## src/rtl/bus_arbiter_pkg.sv

```systemverilog
// Shared constants for the IF/MEM bus arbiter: FSM state codes, byte-select default and bus widths.
package bus_arbiter_pkg;

  localparam int DATA_W = 32;
  localparam int ADDR_W = 32;

  localparam logic [1:0] ARB_IDLE    = 2'd0;
  localparam logic [1:0] ARB_MEM_BUS = 2'd1;
  localparam logic [1:0] ARB_IF_BUS  = 2'd2;

  localparam logic [3:0] BUS_SEL_ALL = 4'b1111;

endpackage

```

## src/rtl/arb_hold_buf.sv

```systemverilog
// Completion buffer for one pipeline port: keeps returned bus data until the owning stage advances.
module arb_hold_buf
  import bus_arbiter_pkg::*;
(
  input  logic              clk,
  input  logic              rst,
  input  logic              load_i,
  input  logic [DATA_W-1:0] load_data_i,
  input  logic [ADDR_W-1:0] load_addr_i,
  input  logic              load_we_i,
  input  logic              consume_i,
  input  logic [ADDR_W-1:0] req_addr_i,
  input  logic              req_we_i,
  output logic              match_o,
  output logic [DATA_W-1:0] data_o
);

  logic              valid_q;
  logic [DATA_W-1:0] data_q;
  logic [ADDR_W-1:0] addr_q;
  logic              we_q;

  // A fresh completion wins over consumption of the previous one.
  always_ff @(posedge clk) begin
    if (!rst) begin
      valid_q <= 1'b0;
    end else if (load_i) begin
      valid_q <= 1'b1;
    end else if (consume_i) begin
      valid_q <= 1'b0;
    end
  end

  always_ff @(posedge clk) begin
    if (load_i) begin
      data_q <= load_data_i;
      addr_q <= load_addr_i;
      we_q   <= load_we_i;
    end
  end

  assign match_o = valid_q & (addr_q == req_addr_i) & (we_q == req_we_i);
  assign data_o  = (valid_q && !we_q) ? data_q : '0;

endmodule

```

## src/rtl/bus_arbiter.sv

```systemverilog
// Shares one Wishbone-style bus between instruction fetch and load/store, MEM first, non-preemptive,
// with per-port hold buffers and a timeout abort so the pipeline can never hang on a dead slave.
module bus_arbiter
  import bus_arbiter_pkg::*;
#(
  parameter int TIMEOUT_CYCLES = 255
) (
  input  logic        clk,
  input  logic        rst,
  input  logic [5:0]  stall_i,
  input  logic        if_ce_i,
  input  logic [31:0] if_addr_i,
  output logic [31:0] if_data_o,
  output logic        if_stallreq_o,
  input  logic        mem_ce_i,
  input  logic        mem_we_i,
  input  logic [3:0]  mem_sel_i,
  input  logic [31:0] mem_addr_i,
  input  logic [31:0] mem_data_i,
  output logic [31:0] mem_data_o,
  output logic        mem_stallreq_o,
  output logic        bus_cyc_o,
  output logic        bus_stb_o,
  output logic        bus_we_o,
  output logic [3:0]  bus_sel_o,
  output logic [31:0] bus_addr_o,
  output logic [31:0] bus_data_o,
  input  logic [31:0] bus_data_i,
  input  logic        bus_ack_i,
  output logic        bus_err_o
);

  localparam logic [7:0] TO_LAST = 8'(TIMEOUT_CYCLES - 1);

  logic [1:0]        state_q, state_d;
  logic [7:0]        cnt_q, cnt_d;
  logic              we_q, we_d;
  logic [3:0]        sel_q, sel_d;
  logic [ADDR_W-1:0] addr_q, addr_d;
  logic [DATA_W-1:0] wdata_q, wdata_d;
  logic              err_q, err_d;

  logic              if_match, mem_match, if_pend, mem_pend;
  logic              in_bus, timeout, finish, if_load, mem_load;
  logic [DATA_W-1:0] fill_data;
  logic              unused_stall;

  assign unused_stall = ^{stall_i[5], stall_i[3:2], stall_i[0]};

  assign if_pend  = if_ce_i & ~if_match;
  assign mem_pend = mem_ce_i & ~mem_match;

  assign in_bus    = (state_q != ARB_IDLE);
  assign timeout   = in_bus & ~bus_ack_i & (cnt_q == TO_LAST);
  assign finish    = in_bus & (bus_ack_i | timeout);
  assign if_load   = finish & (state_q == ARB_IF_BUS);
  assign mem_load  = finish & (state_q == ARB_MEM_BUS);
  assign fill_data = bus_ack_i ? bus_data_i : '0;

  always_comb begin
    state_d = state_q;
    cnt_d   = cnt_q;
    we_d    = we_q;
    sel_d   = sel_q;
    addr_d  = addr_q;
    wdata_d = wdata_q;
    err_d   = 1'b0;
    if (!in_bus) begin
      if (mem_pend) begin
        state_d = ARB_MEM_BUS;
        we_d    = mem_we_i;
        sel_d   = mem_sel_i;
        addr_d  = mem_addr_i;
        wdata_d = mem_data_i;
      end else if (if_pend) begin
        state_d = ARB_IF_BUS;
        we_d    = 1'b0;
        sel_d   = BUS_SEL_ALL;
        addr_d  = if_addr_i;
        wdata_d = '0;
      end
    end else if (finish) begin
      // Always return through IDLE: one dead cycle between transactions.
      state_d = ARB_IDLE;
      cnt_d   = '0;
      err_d   = timeout;
    end else begin
      cnt_d = cnt_q + 8'd1;
    end
  end

  always_ff @(posedge clk) begin
    if (!rst) begin
      state_q <= ARB_IDLE;
      cnt_q   <= '0;
      we_q    <= 1'b0;
      sel_q   <= '0;
      addr_q  <= '0;
      wdata_q <= '0;
      err_q   <= 1'b0;
    end else begin
      state_q <= state_d;
      cnt_q   <= cnt_d;
      we_q    <= we_d;
      sel_q   <= sel_d;
      addr_q  <= addr_d;
      wdata_q <= wdata_d;
      err_q   <= err_d;
    end
  end

  arb_hold_buf u_if_buf (
    .clk         (clk),
    .rst         (rst),
    .load_i      (if_load),
    .load_data_i (fill_data),
    .load_addr_i (addr_q),
    .load_we_i   (1'b0),
    .consume_i   (~stall_i[1]),
    .req_addr_i  (if_addr_i),
    .req_we_i    (1'b0),
    .match_o     (if_match),
    .data_o      (if_data_o)
  );

  arb_hold_buf u_mem_buf (
    .clk         (clk),
    .rst         (rst),
    .load_i      (mem_load),
    .load_data_i (fill_data),
    .load_addr_i (addr_q),
    .load_we_i   (we_q),
    .consume_i   (~stall_i[4]),
    .req_addr_i  (mem_addr_i),
    .req_we_i    (mem_we_i),
    .match_o     (mem_match),
    .data_o      (mem_data_o)
  );

  assign if_stallreq_o  = if_pend;
  assign mem_stallreq_o = mem_pend;
  assign bus_cyc_o      = in_bus;
  assign bus_stb_o      = in_bus;
  assign bus_we_o       = we_q;
  assign bus_sel_o      = sel_q;
  assign bus_addr_o     = addr_q;
  assign bus_data_o     = wdata_q;
  assign bus_err_o      = err_q;

endmodule
```

## config.mk

```make
export PLATFORM = sky130hd
export DESIGN_NAME = bus_arbiter
export DESIGN_NICKNAME = d
export VERILOG_FILES = /design/src/rtl/bus_arbiter_pkg.sv /design/src/rtl/arb_hold_buf.sv /design/src/rtl/bus_arbiter.sv
export SDC_FILE = /design/constraint.sdc
export NUM_CORES = 1
export LEC_CHECK = 0
export BUFFER_PORTS_ARGS = -buffer_cell sky130_fd_sc_hd__buf_2
export CAP_MARGIN = 10
export CORE_UTILIZATION = 40
export DETAILED_ROUTE_END_ITERATION = 8
export GPL_ROUTABILITY_DRIVEN = 0
export GPL_TIMING_DRIVEN = 0
export PLACE_DENSITY = 0.71
export RECOVER_POWER = 50
export SLEW_MARGIN = 20
export SYNTH_ARGS = -nofsm -noshare
export SYNTH_HDL_FRONTEND = slang
export SYNTH_SLANG_ARGS = --single-unit
```

## constraint.sdc

```tcl
create_clock -name clk -period 6.75 [get_ports clk]
set_clock_uncertainty 0.15 [all_clocks]
set_input_delay 1.35 -clock clk [delete_from_list [all_inputs] [get_ports clk]]
set_output_delay 1.35 -clock clk [all_outputs]
set_load 0.005 [all_outputs]
```

Word level (Yosys, flattened, before mapping):

Index checks and enable logic that the tools add are counted.

* bits in registers: 211
* output and inout port bits: 138
* word-level logic and storage cells: 67

* add/subtract/negate cells: 1
* equality and inequality tests: 9
* multiplexer cells: 20
* bitwise operators: 15
* reduce and logical (&&, ||, !) cells: 8

Operators by type and width (count)
* $mux W32: 7
* $eq A32 B32 Y1: 2
* $and A1 B1 Y1: 10
* $add A8 B1 Y8 const B: 1
* $eq A8 B8 Y1 const B: 1
* $mux W2: 4
* $mux W4: 2
* $mux W8: 1
* $mux W1: 6
* $ne A2 B1 Y1 const B: 3
* $not A1 Y1: 4
* $reduce_and A2 Y1: 2
* $reduce_bool A2 Y1: 2
* $reduce_and A3 Y1: 1
* $reduce_bool A3 Y1: 1
* $eq A2 B1 Y1 const B: 1
* $eq A2 B2 Y1 const B: 1
* $eq A1 B1 Y1: 1
* $logic_and A1 B1 Y1: 1
* $logic_not A1 Y1: 1
* $or A1 B1 Y1: 1

Logic depth before layout (Yosys ltp):

Gate-level depths: netlist of run 1.

* depth in word-level cells: 7
* gate-level depth with buffers: 9
* depth with buffers taken out: 8

Modules after synthesis:

From an unflattened synthesis of run 1, not the netlist that was laid out.

* cell total of the unflattened synthesis: 689
* area total of the unflattened synthesis: 8703.3 um^2

By module, submodules not included
* arb_hold_buf: instances 2, cells an instance 149, area an instance 2600.0 um^2
* bus_arbiter: instances 1, cells an instance 391, area an instance 3503.4 um^2

Least setup slack after synthesis of run 1:

OpenSTA, ideal clock, no wires.

* path kind: input to register
* from: input bus_ack_i
* to: register u_mem_buf.addr_q[0], enable pin
* arrival: 6570 ps
* setup slack: -554 ps
* cell stages on the path: 4
* path buffers: 0
* path through: nand3b_1 -> nor3_1 -> nor2_1 -> nor3b_1

* word-level cells in the longest chain between the ends: 6

Ends and longest elaborated chain
* start: declaration: RTL line bus_arbiter.sv:29 `input logic bus_ack_i,`
* $not A1 Y1: RTL line bus_arbiter.sv:54 `assign timeout = in_bus & ~bus_ack_i & (cnt_q == TO_LAST);`
* $and A1 B1 Y1 (2 in a row): RTL line bus_arbiter.sv:54
* $or A1 B1 Y1 (*): RTL line bus_arbiter.sv:55 `assign finish = in_bus & (bus_ack_i | timeout);`
* $and A1 B1 Y1 (*): RTL line bus_arbiter.sv:55
* $and A1 B1 Y1 (*): RTL line bus_arbiter.sv:57 `assign mem_load = finish & (state_q == ARB_MEM_BUS);`
* net mem_load: RTL line bus_arbiter.sv:44 `logic in_bus, timeout, finish, if_load, mem_load;`
* end signal: assignment: RTL line arb_hold_buf.sv:37 `addr_q <= load_addr_i;`
* end: declaration: RTL line arb_hold_buf.sv:20 `logic [ADDR_W-1:0] addr_q;`

The timed path passes the listed nets; every way through them passes the cells marked *.
A chain may end at the register's enable or synchronous reset.

Worst setup path after layout of run 1:

* from: input mem_addr_i[23]
* to: output mem_stallreq_o

* word-level cells in the longest chain between the ends: 5

Ends and longest elaborated chain
* start: declaration: RTL line bus_arbiter.sv:18 `input logic [31:0] mem_addr_i,`
* $eq A32 B32 Y1: RTL line arb_hold_buf.sv:42 `assign match_o = valid_q & (addr_q == req_addr_i) & (we_q == req_we_i);`
* $and A1 B1 Y1 (2 in a row): RTL line arb_hold_buf.sv:42
* $not A1 Y1: RTL line bus_arbiter.sv:51 `assign mem_pend = mem_ce_i & ~mem_match;`
* $and A1 B1 Y1: RTL line bus_arbiter.sv:51
* end: declaration: RTL line bus_arbiter.sv:21 `output logic mem_stallreq_o,`

No other way between the ends.

==> out/results.ini, run 1 <==
[run_status]
outcome = finished, violations left
failed_checks = max-capacitance violations, max-slew violations

[synthesis]
postSynthNetCount = 800
synth_flop_cell = edfxtp_1
async_flop_share = 0
synth_enable_flop_cells = 129
ys_seq_elements = 211
yosysWarnings = 0
syn_avg_cell_area_um2 = 13.3
post_synth_num_cell_types = 32
netlist_area_um2 = 8670
syn_inst = 654
yosysSeqAreaShare = 0.636

[cts]
cts_tree = yes
clk_latency_ns = 0.50
root_buffer = clkbuf_16
numCtsBuffers = 23
cts_resized = 0
cts_setup_buffers = 0
cts_buffer_depth = 3
clkTransAtPathRegs_ns = 0.06
htreeDepth = 1
hold_buffers = 0
clock_sinks = 211

[floorplan]
ios = 282
die_w_um = 149
row_count = 53
core_um2 = 21200
die_y_um = 149
start_util = 0.410
die-area_um2 = 22300

[final_layout]
drive_gt1_frac = 0.310
final_cell_mix = buf_2, edfxtp_1, dfxtp_1
layout_commonest_cell = buf_2
seqCellArea_um2 = 5520
fillers = 1895
area_growth_pct = 29.1
fin_area_um2 = 11200
multiInputGateArea_um2 = 2930
fin_nets = 1111

[power_and_ir_drop]
combPwrFrac = 0.107
ir_drop_mv = 0.185
pwr-share-clk = 0.402
p_sw_uw = 704
p_total_mw = 3.01
p_sw_frac = 0.234
seq_power_share = 0.491
p_per_area_nw_per_um2 = 269
p_int_mw = 2.31
leakagePower_nw = 4.83

[timing]
period_needed_ns = 4.70
setup_viol = 0
max_freq_mhz = 213
max-slew-margin-rel = -0.147
fin_crit_sh = 0.697
rsz0062_at_grt = no
hold_violations = 0
tightest_slew_ns = 1.72
maxSlewViolCount = 8

[routing]
wl_mm = 23.8
avgRoutedWirePerCell_um = 18.9
drt_iter0_markers = 274
drc = 0
vias = 6219
drtAntennaViolNets = 0
drt-pass1-iter-count = 5
routed_via_density = 4.95

[global_route]
gr-usage-all-layers = 0.211
grt_pass1_vias = 5964
grt_max_degree = 16
gr-total-overflow = 0
antenna_found_initial = 4
grt_pass1_wl_mm = 34.9

[worst_setup_path]
cp-end-kind = primary output
path_class = input port to primary output
start_kind = input port
crit_fanout = 10
slowest_delay_ns = 0.45
r2r_slack_ns = 2.91
crit_chain = buf_2, xor2_1, nor4_1, nand3_1, o31a_1, buf_6, buf_2, buf_2
cp.required_ns = 5.25
cp_common_cell = buf_2
cpMaxStageDelayCell = nor4_1
arrival_ns = 3.20

[min_path]
hold_class = flip-flop to flip-flop

[job]
maxCapViolCount = 1

[placed_design]
place_area_um2 = 10600
dp_hpwl_mm = 17.7
portBuffers = 276

## final timing paths
check                          startpoint                           end  cells past startpoint
setup / recovery           mem_addr_i[23]                mem_stallreq_o                      8
hold / removal      bus_we_o$_SDFFE_PN0P_      u_mem_buf.we_q$_DFFE_PP_                      0
setup reg to reg  state_q[1]$_SDFFE_PN0P_  u_if_buf.data_q[8]$_DFFE_PP_                      9
hold reg to reg     bus_we_o$_SDFFE_PN0P_      u_mem_buf.we_q$_DFFE_PP_                      0
## state kept, by name (all words and copies together) (netlist names)
signal / cells
state_q: 2
bus_addr_o: 32
u_if_buf.data_q: 32
u_if_buf.valid_q: 1
u_if_buf.addr_q: 32
bus_err_o: 1
u_mem_buf.addr_q: 32
u_mem_buf.we_q: 1
cnt_q: 8
bus_we_o: 1
bus_sel_o: 4
u_mem_buf.data_q: 32
bus_data_o: 32
u_mem_buf.valid_q: 1
## critical path, delay by kind of cell
family                 cells  cell delay, ns
XOR/XNOR                   1            0.15
AO/OA/AOI/OAI              1            0.42
buffers and inverters      4            0.67
AND/OR/NAND/NOR            2            0.61
## metrics by stage
stage / std cells / hold WS [ns] / setup slack [ns] / TNS (ns) / utilization
finish: 1257 / 0.323 / 2.05 / 0 / 0.529
floorplan: 654 / 0.305 / 1.77 / 0 / -
detailed placement: 1215 / 0.301 / 1.99 / 0 / 0.499
global placement: 1205 / 0.302 / -0.138 / -11.03 / 0.492
global route: 1256 / 0.340 / 1.95 / 0 / 0.529
CTS: 1256 / 0.325 / 1.98 / 0 / 0.534
## routing by layer
layer,track usage,wire (um),up-vias,share of wire
met3,0.0572,2030,45,0.085
li1,-,-,2983,-
met4,0.0571,597,6,0.025
met5,0,38,-,0.0016
met1,0.247,9380,2919,0.39
met2,0.376,11700,266,0.49
## cell families after synthesis
group                    share of synthesized area
XOR/XNOR                                    0.0727
adder cells (fa/ha/maj)                    0.00289
AND/OR/NAND/NOR                              0.153
buffers and inverters                       0.0263
AO/OA/AOI/OAI                                0.110
flip-flops                                   0.636
## synth_stat cells, types with 4 or more instances
library cell	number	area share
dfxtp_1	82	0.19
nor2b_1	68	0.049
xor2_1	67	0.068
nor4_1	15	0.011
buf_6	4	0.0052
buf_2	5	0.0029
o221a_2	4	0.0052
xnor2_1	5	0.0050
o211a_1	32	0.037
nand4_1	5	0.0036
edfxtp_1	129	0.45
a22oi_1	33	0.029
nor2_1	12	0.0052
and2_1	99	0.071
nand2_1	7	0.0030
clkbuf_1	20	0.0087
a211o_1	32	0.032
buf_4	10	0.0087
nand3_1	4	0.0023
## power groups by stage
stage	Sequential (mW)	Combinational, mW	Clock [mW]
floorplan	1.50	0.167	0
global placement	1.51	0.322	0
detailed placement	1.51	0.333	0
CTS	1.48	0.335	1.24
global route	1.49	0.355	1.29
finish	1.48	0.323	1.21
## final cells by class
type                    instances  area share
diodes                          1    0.000223
repair buffers                286       0.130
clock inverters                14      0.0106
multi-input cells             402       0.262
flip-flops and latches        211       0.492
clock buffers                  27      0.0545
inverters                       2    0.000670
plain buffers                  39      0.0197
well taps                     275      0.0307
No activity file was read; power rests on OpenSTA's default activity.
==> run 2, diff against run 1 <==
- ABC_AREA: default -> 1
- PLACE_DENSITY: 0.71 -> 0.7
- clock period: 6.75 -> 4.1 ns (I/O delays scaled with it)
==> run 2 against run 1 <==
The flow still finishes with violations (max-capacitance violations, max-slew violations). Die area up 11%. Critical path depth up 3. Count of clock-buffer cells in the layout up 6. Largest cell class unchanged. Largest power group unchanged. Highest routed layer unchanged.
==> out/results.ini, run 2 <==
[final_layout]
fillers = 2257
area_growth_pct = 27.2
layout_commonest_cell = nand2_1
final_cell_mix = nand2_1, buf_2, inv_1
fin_nets = 1575
seqCellArea_um2 = 5520
drive_gt1_frac = 0.218
multiInputGateArea_um2 = 3120
layout.cells.non_filler = 1767
fin_util = 0.520

[cts]
cts_buffer_depth = 3
hold_buffers = 0
htreeDepth = 1
numCtsBuffers = 24
cts_setup_buffers = 0
cts_resized = 0
clkTransAtPathRegs_ns = 0.06
root_buffer = clkbuf_16
clock_sinks = 211
cts_tree = yes
clk_latency_ns = 0.51

[synthesis]
yosysWarnings = 0
synth_top_family_by_area = simple AND/OR/NAND/NOR gates
synth_top_area_share = 0.403
async_flop_share = 0
synth-compound-area-share = 0.0269
synth.largest_area_cell = edfxtp_1
syn_inst = 1121
yosysSeqAreaShare = 0.573
post_synth_num_cell_types = 33
synthMuxAreaShare = 0
synth_enable_flop_cells = 129
synth_common_cells = nand2_1, inv_1, nor2_1
synth_most_common_cell = nand2_1
postSynthNetCount = 1267
netlist_area_um2 = 9620
ys_seq_elements = 211
synth_xor_area_frac = 0.0228
synthTopCellsByArea = edfxtp_1, dfxtp_1, nand2_1, inv_1, nor2_1
syn_avg_cell_area_um2 = 8.58
synth-simple-area-share = 0.273
synthAdderAreaFrac = 0.00260
synth_flop_cell = edfxtp_1

[routing]
wl_mm = 27.4
drt_iter0_markers = 503
routed_via_density = 4.71
vias = 8321
avgRoutedWirePerCell_um = 15.5
drt-pass1-iter-count = 5
drc = 0
drtAntennaViolNets = 0

[timing]
tns_ns = 0
max_freq_mhz = 291
hold_violations = 0
fin_crit_sh = 0.838
period_needed_ns = 3.44
tightest_slew_ns = 1.51
rsz0062_at_grt = no
maxSlewViolCount = 6
hold_ws_ns = 0.324
setup_viol = 0
setup_slack_ns = 0.663
max-slew-margin-rel = -0.0161

[run_status]
outcome = finished, violations left
failed_checks = max-capacitance violations, max-slew violations

[min_path]
hold_class = flip-flop to flip-flop

[floorplan]
core_um2 = 23500
ios = 282
die-area_um2 = 24700
row_count = 56
die_w_um = 157
start_util = 0.409
die_y_um = 157

[job]
maxCapViolCount = 1

[global_route]
grt_max_degree = 36
grt_pass1_wl_mm = 41.1
grt_pass1_vias = 7773
gr-usage-all-layers = 0.216
gr-total-overflow = 0
antenna_found_initial = 5

[worst_setup_path]
crit_buf_inv = 6
cp.required_ns = 4.16
cp-end-kind = flip-flop
arrival_ns = 3.50
crit_fanout = 14
cp_common_cell = buf_8
path_delay_family = simple AND/OR/NAND/NOR gates
cpMaxStageDelayCell = nor3_1
start_kind = input port
path_class = input port to flip-flop
slowest_delay_ns = 1.14
crit_chain = clkbuf_1, inv_1, nand4_1, nor2_1, nand2_1, nand2_1, inv_1, nor3_1, buf_8, buf_8, buf_8

[power_and_ir_drop]
ir_drop_mv = 0.309
leakagePower_nw = 6.07
p_per_area_nw_per_um2 = 422

[placed_design]
pre_cts_slack_ns = 0.821
place_inst = 1722
dp_hpwl_mm = 19.8
portBuffers = 276

run 2: cell type report:
type                    instances  area share
clock buffers                  33      0.0579
repair buffers                282       0.116
plain buffers                  58      0.0243
multi-input cells             672       0.255
inverters                     180      0.0554
diodes                          1    0.000205
well taps                     319      0.0326
flip-flops and latches        211       0.451
clock inverters                11     0.00787
run 2: worst paths after layout:
check,depth (start not counted),slack [ns],to,startpoint
hold / removal,0,0.32,u_mem_buf.addr_q[30]$_DFFE_PP_,bus_addr_o[30]$_SDFFE_PN0P_
hold reg to reg,0,0.32,u_mem_buf.addr_q[30]$_DFFE_PP_,bus_addr_o[30]$_SDFFE_PN0P_
setup / recovery,11,0.66,u_if_buf.data_q[30]$_DFFE_PP_,bus_ack_i
setup reg to reg,10,0.82,u_if_buf.data_q[30]$_DFFE_PP_,cnt_q[1]$_SDFFE_PN0N_
run 2: per-layer routing:
| metal | up-vias | track usage | wire (um) | share of wire |
|---|---|---|---|---|
| met5 | - | 0 | 52 | 0.0019 |
| met4 | 8 | 0.0356 | 399 | 0.015 |
| met1 | 3782 | 0.274 | 11600 | 0.42 |
| met2 | 311 | 0.383 | 13200 | 0.48 |
| met3 | 44 | 0.0454 | 2100 | 0.076 |
| li1 | 4176 | - | - | - |
run 2: cell families after synthesis:
kind of cell    Yosys count
compound gates           51
fa+ha+maj                 2
xor+xnor                 25
buf+inv                 238
simple gates            594
flops                   211
run 2: metrics by stage:
stage	total power [mW]	area, um2
2_1_floorplan	2.80	9630
3_5_place_dp	3.08	11500
4_1_cts	5.22	12300
6_report	5.16	12200
3_3_place_gp	3.06	11400
5_1_grt	5.39	12200
run 2: power breakdown:
part | leakage, nW | internal [mW] | switching, mW
logic | 3.81 | 0.233 | 0.356
clock network | 0.396 | 1.28 | 0.859
registers | 1.87 | 2.37 | 0.0634
total | 6.07 | 3.88 | 1.28
==> run 3, diff against run 2 <==
- ABC_AREA: 1 -> 0
- PLACE_DENSITY: 0.7 -> 0.71
- clock period: 4.1 -> 3 ns (I/O delays scaled with it)
==> run 3 against run 2 <==
The flow now finishes without violations. Critical path type is now flip-flop to primary output. Cell area fell by 7.1%. Routed wire length fell by 12%. Sequential share of layout area rose by 3.4 points. Register-to-register slack got worse by 0.69 ns. Largest power group unchanged. Worst hold slack got worse by 0.12 ns. Combinational power rose by 26%. Critical path depth fell by 5. First-iteration DRC count fell by 44%. Die area fell by 9.8%. Setup slack got worse by 0.63 ns. Non-clock buffer count fell by 10. Count of clock-buffer cells in the layout rose by 7.
==> out/results.ini, run 3 (synthesis gave the netlist of run 1 again) <==
[run_status]
outcome = complete, no violations

[routing]
vias = 6269
avgRoutedWirePerCell_um = 19.0
drt_iter0_markers = 280
drtAntennaViolNets = 0
drt-pass1-iter-count = 4
drc = 0
wl_mm = 24.1
routed_via_density = 4.95

[floorplan]
die_w_um = 149
die_y_um = 149
start_util = 0.410
core_um2 = 21200
die-area_um2 = 22300
ios = 282
row_count = 53

[timing]
hold_violations = 0
tightest_slew_ns = 0.948
max_freq_mhz = 337
tns_ns = 0
fin_crit_sh = 0.988
setup_slack_ns = 0.0368
hold_ws_ns = 0.207
rsz0062_at_grt = yes
setup_viol = 0
maxSlewViolCount = 0
period_needed_ns = 2.96
max-slew-margin-rel = 0.361

[final_layout]
fin_nets = 1117
seqCellArea_um2 = 5520
layout_commonest_cell = buf_2
multiInputGateArea_um2 = 2990
final_cell_mix = buf_2, edfxtp_1, dfxtp_1
drive_gt1_frac = 0.320
fin_area_um2 = 11400
area_growth_pct = 31.1
fin_util = 0.537
layout.cells.non_filler = 1266
fillers = 1867

[cts]
clock_sinks = 211
htreeDepth = 1
root_buffer = clkbuf_16
cts_buffer_depth = 3
numCtsBuffers = 24
hold_buffers = 0
cts_tree = yes
clkTransAtPathRegs_ns = 0.06
clk_latency_ns = 0.51

[global_route]
antenna_found_initial = 4
gr-usage-all-layers = 0.213
gr-total-overflow = 0
grt_pass1_wl_mm = 35.4
grt_pass1_vias = 6059
grt_max_degree = 20

[power_and_ir_drop]
p_total_mw = 6.88
p_int_mw = 5.29
ir_drop_mv = 0.441
leakagePower_nw = 4.88
p_sw_frac = 0.231
p_sw_mw = 1.59
seq_power_share = 0.485
combPwrFrac = 0.108
pwr-share-clk = 0.407
p_per_area_nw_per_um2 = 605

[worst_setup_path]
arrival_ns = 2.21
slowest_delay_ns = 0.40
start_kind = flip-flop
cp-end-kind = primary output
path_delay_family = simple AND/OR/NAND/NOR gates
crit_fanout = 8
path_class = flip-flop to primary output
crit_buf_inv = 2
cpMaxStageDelayCell = nor4_2
crit_chain = xor2_1, nor4_2, nand3_1, o31a_1, buf_8, buf_6
cp.required_ns = 2.25

[placed_design]
place_area_um2 = 10600
dp_hpwl_mm = 18.1
place_inst = 1216
pre_cts_slack_ns = -0.292
portBuffers = 276

[min_path]
hold_class = input port to flip-flop

[job]
maxCapViolCount = 0

==> run 3: changes by cell type in the layout (fill, tap and decap cells not counted), moves of 32 or more <==
cell     before  now
nand3_1      82    4
a211o_1       0   32
and2_1        0   63
nand2_1     273    7
a21oi_1      39    2
a22oi_1       0   33
and2_0        0   36
xor2_1        4   67
nor2b_1       0   68
o211a_1       0   32
nor2_1      149   12
nand4_1      41    5
inv_1       177    1
==> run 3: area by class of cell <==
class | instances | share of cell area
clock inverter | 4 | 0.00165
antenna | 2 | 0.000440
timing repair buffer | 292 | 0.133
sequential | 211 | 0.485
multi-input combinational | 402 | 0.263
clock buffer | 40 | 0.0663
buffer | 38 | 0.0193
tap | 275 | 0.0303
inverter | 2 | 0.000661
==> run 3: timing repair <==
action                                  CTS  global route
resized for setup                         4             4
gates cloned                              0             0
endpoints found under the setup margin    2             1
pin swaps                                 7             5
buffers inserted                          1             4
==> run 3: power groups by stage <==
stage | logic [mW] | clock network (mW) | registers, mW
2_1_floorplan | 0.379 | 0 | 3.38
3_3_place_gp | 0.728 | 0 | 3.39
3_5_place_dp | 0.750 | 0 | 3.39
4_1_cts | 0.759 | 2.86 | 3.33
5_1_grt | 0.816 | 2.97 | 3.35
6_report | 0.743 | 2.80 | 3.33
==> run 3: tightest hold or removal path, stage by stage <==
cell	delay, ns
buf_2	0.07
a21oi_1	0.05
nor2b_1	0.09
==> run 3: routing by layer <==
metal	vias to the layer above	track usage	share of wire
li1	3006	-	-
met4	6	0.0500	0.021
met3	37	0.0584	0.082
met5	-	0	0.0017
met2	253	0.373	0.49
met1	2967	0.259	0.40
==> run 3: worst paths after layout <==
path,startpoint,to,slack [ns],cells after the start
worst max-delay path,u_mem_buf.addr_q[29]$_DFFE_PP_,mem_stallreq_o,0.04,6
worst min-delay path,stall_i[4],u_mem_buf.valid_q$_SDFFE_PN0P_,0.21,3
worst max register to register,state_q[1]$_SDFFE_PN0P_,u_mem_buf.addr_q[27]$_DFFE_PP_,0.13,10
worst min register to register,bus_addr_o[7]$_SDFFE_PN0P_,u_if_buf.addr_q[7]$_DFFE_PP_,0.33,0
